File: src/rtl/nv_nvdla_mcif_read_eg_ret_unpack_if.sv
// Handshake bundle between the MCIF read-egress latency FIFO, the return unpacker and the client DMA.
// The master modport is the unpacker side; the slave modport is the FIFO/client environment side.
interface nv_nvdla_mcif_read_eg_ret_unpack_if #(
    parameter int DW = 256,
    parameter int MW = 2
);
    logic                 rq_rd_pvld;
    logic                 rq_rd_prdy;
    logic [2*DW+MW-1:0]   rq_rd_pd;
    logic                 dma_rd_rsp_pvld;
    logic                 dma_rd_rsp_prdy;
    logic [DW:0]          dma_rd_rsp_pd;
    logic                 unpack_err;

    modport master (
        input  rq_rd_pvld,
        input  rq_rd_pd,
        input  dma_rd_rsp_prdy,
        output rq_rd_prdy,
        output dma_rd_rsp_pvld,
        output dma_rd_rsp_pd,
        output unpack_err
    );

    modport slave (
        output rq_rd_pvld,
        output rq_rd_pd,
        output dma_rd_rsp_prdy,
        input  rq_rd_prdy,
        input  dma_rd_rsp_pvld,
        input  dma_rd_rsp_pd,
        input  unpack_err
    );
endinterface

File: src/rtl/nv_nvdla_mcif_read_eg_ret_unpack.sv
// Unpacks 2*DW-bit latency-FIFO entries into DW-bit client beats (low half first, invalid halves skipped).
// Optional MCIF_EG_UNPACK_CNT_EN adds a saturating popped-beat counter on dbg_beat_cnt.
module nv_nvdla_mcif_read_eg_ret_unpack #(
    parameter int DW = 256,
    parameter int MW = 2
) (
    input  logic nvdla_core_clk,
    input  logic nvdla_core_rst,
    nv_nvdla_mcif_read_eg_ret_unpack_if.master io
`ifdef MCIF_EG_UNPACK_CNT_EN
    ,
    output logic [31:0] dbg_beat_cnt
`endif
);

    typedef enum logic [1:0] {
        IDLE = 2'd0,
        LO   = 2'd1,
        HI   = 2'd2
    } state_t;

    state_t          state_p0;
    state_t          state_nxt;
    logic [2*DW-1:0] hold_data_p0;
    logic [MW-1:0]   hold_mask_p0;
    logic            err_p0;

    logic [MW-1:0]   in_mask;
    logic [2*DW-1:0] in_data;
    logic            in_acc;
    logic            out_vld;
    logic            out_last;
    logic            out_pop;
    logic            out_last_pop;
    logic [DW-1:0]   out_data;

    assign in_mask = io.rq_rd_pd[2*DW +: MW];
    assign in_data = io.rq_rd_pd[2*DW-1:0];
    assign in_acc  = io.rq_rd_pvld && io.rq_rd_prdy;

    // Stage p0: the single holding entry, its FSM state and the empty-entry error flag
    always_ff @(posedge nvdla_core_clk or posedge nvdla_core_rst) begin
        if (nvdla_core_rst) begin
            state_p0     <= IDLE;
            hold_data_p0 <= '0;
            hold_mask_p0 <= '0;
            err_p0       <= 1'b0;
        end else begin
            state_p0 <= state_nxt;
            err_p0   <= in_acc && (in_mask == '0);
            if (in_acc) begin
                hold_data_p0 <= in_data;
                hold_mask_p0 <= in_mask;
            end
        end
    end

    always_comb begin
        state_nxt = state_p0;
        if (in_acc) begin
            if (in_mask[0]) begin
                state_nxt = LO;
            end else if (in_mask[1]) begin
                state_nxt = HI;
            end else begin
                state_nxt = IDLE;
            end
        end else if (out_pop && (state_p0 == LO) && hold_mask_p0[1]) begin
            state_nxt = HI;
        end else if (out_last_pop) begin
            state_nxt = IDLE;
        end
    end

    // A new entry is taken in the same cycle the previous one's last beat leaves, so there is no bubble
    always_comb begin
        out_vld  = (state_p0 != IDLE);
        out_last = (state_p0 == HI) || ((state_p0 == LO) && !hold_mask_p0[1]);
        out_data = '0;
        case (state_p0)
            LO:      out_data = hold_data_p0[DW-1:0];
            HI:      out_data = hold_data_p0[2*DW-1:DW];
            default: out_data = '0;
        endcase
        out_pop      = out_vld && io.dma_rd_rsp_prdy;
        out_last_pop = out_pop && out_last;

        io.dma_rd_rsp_pvld = out_vld;
        io.dma_rd_rsp_pd   = out_vld ? {out_last, out_data} : '0;
        io.rq_rd_prdy      = !nvdla_core_rst && ((state_p0 == IDLE) || out_last_pop);
        io.unpack_err      = err_p0;
    end

`ifdef MCIF_EG_UNPACK_CNT_EN
    function automatic logic [31:0] sat_inc(input logic [31:0] val);
        return (val == 32'hFFFF_FFFF) ? val : val + 32'd1;
    endfunction

    // Stage p0: debug beat counter, sticks at all-ones
    always_ff @(posedge nvdla_core_clk or posedge nvdla_core_rst) begin
        if (nvdla_core_rst) begin
            dbg_beat_cnt <= '0;
        end else if (out_pop) begin
            dbg_beat_cnt <= sat_inc(dbg_beat_cnt);
        end
    end
`endif

endmodule

File: src/flat_wrapper.sv
// flat-port wrapper written by rule: the top's interface ports become plain ports
module nv_nvdla_mcif_read_eg_ret_unpack_flat 
#(
    parameter int DW = 256,
    parameter int MW = 2
)
  (nvdla_core_clk, nvdla_core_rst, io_rq_rd_pvld, io_rq_rd_pd, io_dma_rd_rsp_prdy, io_rq_rd_prdy, io_dma_rd_rsp_pvld, io_dma_rd_rsp_pd, io_unpack_err);
  nv_nvdla_mcif_read_eg_ret_unpack_if #(.DW(DW), .MW(MW)) io_i ();
  input  logic nvdla_core_clk;
  input  logic nvdla_core_rst;
  input wire logic [$bits(io_i.rq_rd_pvld)-1:0] io_rq_rd_pvld;
  input wire logic [$bits(io_i.rq_rd_pd)-1:0] io_rq_rd_pd;
  input wire logic [$bits(io_i.dma_rd_rsp_prdy)-1:0] io_dma_rd_rsp_prdy;
  output wire logic [$bits(io_i.rq_rd_prdy)-1:0] io_rq_rd_prdy;
  output wire logic [$bits(io_i.dma_rd_rsp_pvld)-1:0] io_dma_rd_rsp_pvld;
  output wire logic [$bits(io_i.dma_rd_rsp_pd)-1:0] io_dma_rd_rsp_pd;
  output wire logic [$bits(io_i.unpack_err)-1:0] io_unpack_err;
  assign io_i.rq_rd_pvld = io_rq_rd_pvld;
  assign io_i.rq_rd_pd = io_rq_rd_pd;
  assign io_i.dma_rd_rsp_prdy = io_dma_rd_rsp_prdy;
  assign io_rq_rd_prdy = io_i.rq_rd_prdy;
  assign io_dma_rd_rsp_pvld = io_i.dma_rd_rsp_pvld;
  assign io_dma_rd_rsp_pd = io_i.dma_rd_rsp_pd;
  assign io_unpack_err = io_i.unpack_err;
  nv_nvdla_mcif_read_eg_ret_unpack #(.DW(DW), .MW(MW)) u_core (.nvdla_core_clk(nvdla_core_clk), .nvdla_core_rst(nvdla_core_rst), .io(io_i));
endmodule
File: config.mk
export PLATFORM = sky130hd
export DESIGN_NAME = nv_nvdla_mcif_read_eg_ret_unpack_flat
export DESIGN_NICKNAME = d
export VERILOG_FILES = /design/src/rtl/nv_nvdla_mcif_read_eg_ret_unpack_if.sv /design/src/rtl/nv_nvdla_mcif_read_eg_ret_unpack.sv /design/src/flat_wrapper.sv
export SDC_FILE = /design/constraint.sdc
export NUM_CORES = 1
export LEC_CHECK = 0
export ABC_AREA = 1
export BUFFER_PORTS_ARGS = -buffer_cell sky130_fd_sc_hd__buf_4
export CAP_MARGIN = 20
export CORE_AREA = 2 2 304 306
export DETAILED_ROUTE_END_ITERATION = 10
export DIE_AREA = 0 0 306 308
export PLACE_DENSITY = 0.56
export SLEW_MARGIN = 30
export SYNTH_ARGS = -nofsm -noshare
export SYNTH_HDL_FRONTEND = slang
export SYNTH_SLANG_ARGS = --single-unit
File: constraint.sdc
create_clock -name nvdla_core_clk -period 40.4 [get_ports nvdla_core_clk]
set_clock_uncertainty 0.05 [all_clocks]
set_input_delay 2.02 -clock nvdla_core_clk [delete_from_list [all_inputs] [get_ports nvdla_core_clk]]
set_output_delay 2.02 -clock nvdla_core_clk [all_outputs]
set_load 0.01 [all_outputs]
## Yosys cells after proc, flatten, opt, wreduce, memory -nomap -nowiden

Cells that the tools add are included.

- Bits in registers: 517
- Input port bits: 518
- Output and inout bits: 260
- Logic and storage cells: 29

- Equal/unequal tests: 2
- Mux-type cells: 7
- Reduce and logical (&&, ||, !) cells: 16

Operators by type and width:

| kind | number |
|---|---|
| 256-bit case mux with 2 select lines | 1 |
| 257-bit 2-to-1 mux | 1 |
| 2-bit 2-to-1 mux | 5 |
| 1-bit logical AND | 8 |
| 2-bit zero test | 2 |
| 3-bit nonzero test | 1 |
| 2-bit by 1-bit == test with 1-bit output, second input constant | 1 |
| 2-bit == test, second input constant | 1 |
| 1-bit zero test | 2 |
| 1-bit logical OR | 2 |
| 2-bit nonzero test | 1 |

## Longest topological paths before layout

- Depth in word-level cells: 8
- Mapped depth: 13
- Depth with buffers taken out: 10

## Least setup slack after synthesis

Ideal clock, no wire load.

- Path type: input port to flip-flop
- Start: in nvdla_core_rst
- End: reg u_core.hold_data_p0[319]
- Setup time: 119 ps
- Arrival: 14410 ps
- Data required time: 40231 ps
- Path slack: 25821 ps
- Stages on the path: 7
- Buffers on the path: 3
- Cell sequence: inv_1 > nand3_2 > buf_4 > buf_6 > buf_2 > nand2_1 > nand2_1

- Longest elaborated chain between the ends: 3

Ends and longest elaborated chain:

| element | line | RTL |
|---|---|---|
| start, declared | flat_wrapper.sv:10 | `input logic nvdla_core_rst;` |
| 1-bit zero test (no source line) | -- |  |
| 1-bit logical AND | nv_nvdla_mcif_read_eg_ret_unpack.sv:90 | `io.rq_rd_prdy = !nvdla_core_rst && ((state_p0 == IDLE) \|\| out_last_pop);` |
| 1-bit logical AND | nv_nvdla_mcif_read_eg_ret_unpack.sv:39 | `assign in_acc = io.rq_rd_pvld && io.rq_rd_prdy;` |
| end signal, assigned | nv_nvdla_mcif_read_eg_ret_unpack.sv:52 | `hold_data_p0 <= in_data;` |
| end, declared | nv_nvdla_mcif_read_eg_ret_unpack.sv:24 | `logic [2*DW-1:0] hold_data_p0;` |

Every way passes these cells.
A chain may end at the register's enable or synchronous reset.

## Worst setup path after layout

- Start: reg u_core.state_p0[1]
- End: out io_dma_rd_rsp_pd[138]

- Longest elaborated chain between the ends: 3
- Elaborated cells between the ends (all ways): 5
- Classes of those cells: eq/ne (2); mux (2); reduce/logical (1)

Ends and longest elaborated chain:

| element | line | RTL |
|---|---|---|
| start, declared | nv_nvdla_mcif_read_eg_ret_unpack.sv:22 | `state_t state_p0;` |
| start signal, assigned | nv_nvdla_mcif_read_eg_ret_unpack.sv:49 | `state_p0 <= state_nxt;` |
| 2-bit == test / 2-bit by 1-bit == test with 1-bit output (equally long branches) | nv_nvdla_mcif_read_eg_ret_unpack.sv:80 | `case (state_p0)` |
| 256-bit case mux with 2 select lines | nv_nvdla_mcif_read_eg_ret_unpack.sv:80 |  |
| 257-bit 2-to-1 mux (*) | nv_nvdla_mcif_read_eg_ret_unpack.sv:89 | `io.dma_rd_rsp_pd = out_vld ? {out_last, out_data} : '0;` |
| end, declared | flat_wrapper.sv:16 | `output wire logic [$bits(io_i.dma_rd_rsp_pd)-1:0] io_dma_rd_rsp_pd;` |

Mark *: on every way between the ends. The rest lies on a longest branch, timed or not.

==> impl_metrics.toml <==
[run_status]
run_status = "completed"

[synth]
syn_nets = 3633
synth_seq_cells = 516
mappedNetlistArea_um2 = 24200
synthDistinctLibCells = 22
netlist_instances = 3112
yosysTopAreaCell = "dfrtp_1"
synth_top_area_share_pct = 53.3
yosysWarnings = 0
yosys-top-cells-area = "dfrtp_1, nand2_1, nand3_1, a21oi_1, clkbuf_1"
synth_area_per_cell_um2 = 7.79
yosysSeqAreaShare_pct = 53.3

[detailed_routing]
vias_per_cell = 4.66
wl_per_cell_um = 18.2
dr.pass1.iters = 7
wl_um = 90600
drc = 0
drtIter0Drc = 1796
vias = 23200
drtAntennaViolNets = 0

[final_layout]
layout.cells.non_filler = 4967
seqCellArea_um2 = 12900
multi_input_area_um2 = 9910
fillCellCount = 9651
layout-drive-gt1-share_pct = 24.9
fin_area_um2 = 32700
syn2layout_area_growth_pct = 34.9
nets = 4248

[global_route]
antenna_found_initial = 12
track_usage_pct = 18.5
overflow = 0
grt_first_pass_wirelength_um = 137000
grt_pass1_vias = 22600
grt_max_degree = 210

[placement]
dpl.cell_count = 4847
dpl_cell_area_um2 = 30500
dp_hpwl_um = 59400
place.gp.congestion = 0.808
io_buffers = 777

[clock_tree]
cts_resized = 0
cts.reportedPaths.clkPinSlew_ns = 0.06
cts_tree = "done"
cts-hold-fix-buffers = 0
cts.sinks = 516
post_cts_buffers = 0
cts_root_buffer = "clkbuf_16"
h-tree-depth = 2
clock_path_buffers = 3
clk_latency_ns = 0.64
numCtsBuffers = 61

[critical_path]
setup.worst_path.class = "register to primary output"
reg2reg_slack_ns = 35.65
cp_data_arrival_time_ns = 4.06
worstPathRequired_ns = 38.33
start_kind = "register"
critPathMaxFanout = 68
setup.worst_path.end_class = "primary output"

[power]
internal-power_mw = 1.40
combPwrFrac_pct = 35.9
power_mw = 2.30
power_switching_mw = 0.896
p_clk_share_pct = 25.4
power.leakage_nw = 16.6
ir_drop_mv = 0.0395
sw_frac_of_total_pct = 39.0
sequentialPowerShare_pct = 38.7
p_per_area_nw_per_um2 = 70.3

[timing]
finalCriticalPeriod_ns = 6.13
setup_violations = 0
setup_tns_ns = 0
tightest_slew_ns = 1.05
max_freq_ghz = 0.163
fin_crit_sh_pct = 15.2
hold_ws_ns = 0.426
hold_violations = 0
slew_headroom_pct = 30.3
slew_violations = 0
rsz0062_at_grt = "false"

[floorplanning]
coreArea_um2 = 91000
die_h_um = 308
start_util_pct = 26.6
num_rows = 111
num_io_pins = 778
die_width_um = 306
dieArea_um2 = 94200

[hold_path]
hp-class = "register to register"

[run]
max_cap_viol_count = 0
[layout make-up]
cell class	instances	share of cell area, %
Clock inverter	24	1.08
Antenna cell	7	0.0536
Timing Repair Buffer	809	19.0
Sequential cell	516	39.5
Inverter	8	0.115
Multi-Input combinational cell	2331	30.3
Tap cell	1186	4.54
Clock buffer	86	5.38
[placed cells by master (no fill, tap or decap), types with 2 or more instances in the layout]
| master | Yosys | routed |
|---|---|---|
| a21oi_1 | 256 | 256 |
| buf_12 | 4 | 6 |
| buf_16 | 0 | 3 |
| buf_4 | 17 | 796 |
| buf_6 | 35 | 3 |
| bufinv_16 | 0 | 9 |
| clkbuf_1 | 128 | 11 |
| clkbuf_16 | 0 | 61 |
| clkbuf_8 | 0 | 14 |
| clkinv_2 | 0 | 13 |
| dfrtp_1 | 516 | 516 |
| diode_2 | 0 | 7 |
| ha_4 | 0 | 2 |
| inv_1 | 4 | 3 |
| inv_2 | 4 | 4 |
| inv_8 | 0 | 2 |
| nand2_1 | 1543 | 1542 |
| nand2_2 | 4 | 4 |
| nand3_1 | 498 | 498 |
| nand3_2 | 19 | 18 |
| o21ai_0 | 2 | 2 |
[synthesized netlist by cell type]
| cell | n |
|---|---|
| nand4_1 | 1 |
| nor2_1 | 1 |
| or2_2 | 1 |
| buf_2 | 62 |
| o21ai_0 | 2 |
| nand3_1 | 498 |
| a21oi_1 | 256 |
| ha_1 | 3 |
| buf_1 | 11 |
| nand2_2 | 4 |
| a21oi_2 | 1 |
| dfrtp_1 | 516 |
| o211ai_1 | 1 |
| nand2_1 | 1543 |
| buf_6 | 35 |
| nor3_1 | 1 |
| nand3_2 | 19 |
| buf_4 | 17 |
| inv_2 | 4 |
| inv_1 | 4 |
| buf_12 | 4 |
| clkbuf_1 | 128 |
[critical path: stages, from the launching register on]
cell and delay, ns:
dfrtp_1 0.43, inv_1 0.14, ha_4 0.61, buf_4 0.76, buf_4 0.76, nand2_1 0.10
a21oi_1 0.27, buf_4 0.19
[power groups by stage]
| stage | clock network, mW | logic [mW] | registers [mW] |
|---|---|---|---|
| floorplan | 0 | 0.566 | 0.860 |
| global placement | 0 | 0.825 | 0.892 |
| detailed placement | 0 | 0.835 | 0.893 |
| CTS | 0.600 | 0.837 | 0.889 |
| global route | 0.620 | 0.930 | 0.918 |
| finish | 0.584 | 0.825 | 0.891 |
[kinds of logic (layout without fill, tap and decap cells)]
| group | after synthesis | count (layout) | share of synthesized area (%) |
|---|---|---|---|
| other | 0 | 7 | 0 |
| flip-flops | 516 | 516 | 53.3 |
| AO/OA/AOI/OAI | 260 | 260 | 5.39 |
| buffers and inverters | 265 | 927 | 6.04 |
| adder cells (fa/ha/maj) | 3 | 3 | 0.155 |
| AND/OR/NAND/NOR | 2068 | 2068 | 35.1 |
[layer usage]
layer	up-vias	track usage, %	part of all wire (%)	routed length [um]
met4	6	6.29	3.1	2830
met2	796	29.4	47	42400
met1	11000	23.7	42	37600
met3	146	5.81	8.5	7700
met5	-	0	0.042	38
li1	11200	-	-	-
[sequential cells by signal, summed over array words and instances, names as in the netlist]
name,cells
u_core.io.unpack_err,1
u_core.hold_mask_p0,1
u_core.state_p0,2
u_core.hold_data_p0,512
[per-stage QoR]
stage                     util, %  setup WS [ns]
after global placement       33.5          34.39
after global routing         36.0          34.05
final                        36.0          34.27
after detailed placement     33.5          34.35
after CTS                    35.8          34.23
after floorplan                 -          23.86
[worst paths after layout]
check                                              start                        to  cells past startpoint
worst max-delay path                  u_core.state_p0[1]     io_dma_rd_rsp_pd[138]                      7
worst min-delay path            u_core.hold_data_p0[468]  u_core.hold_data_p0[468]                      2
worst max register to register        u_core.state_p0[0]  u_core.hold_data_p0[223]                     14
worst min register to register  u_core.hold_data_p0[468]  u_core.hold_data_p0[468]                      2
max in group asynchronous                 nvdla_core_rst  u_core.hold_data_p0[131]                      5
min in group asynchronous                 nvdla_core_rst    u_core.hold_data_p0[9]                      2
No activity file was read; power rests on OpenSTA's default activity.
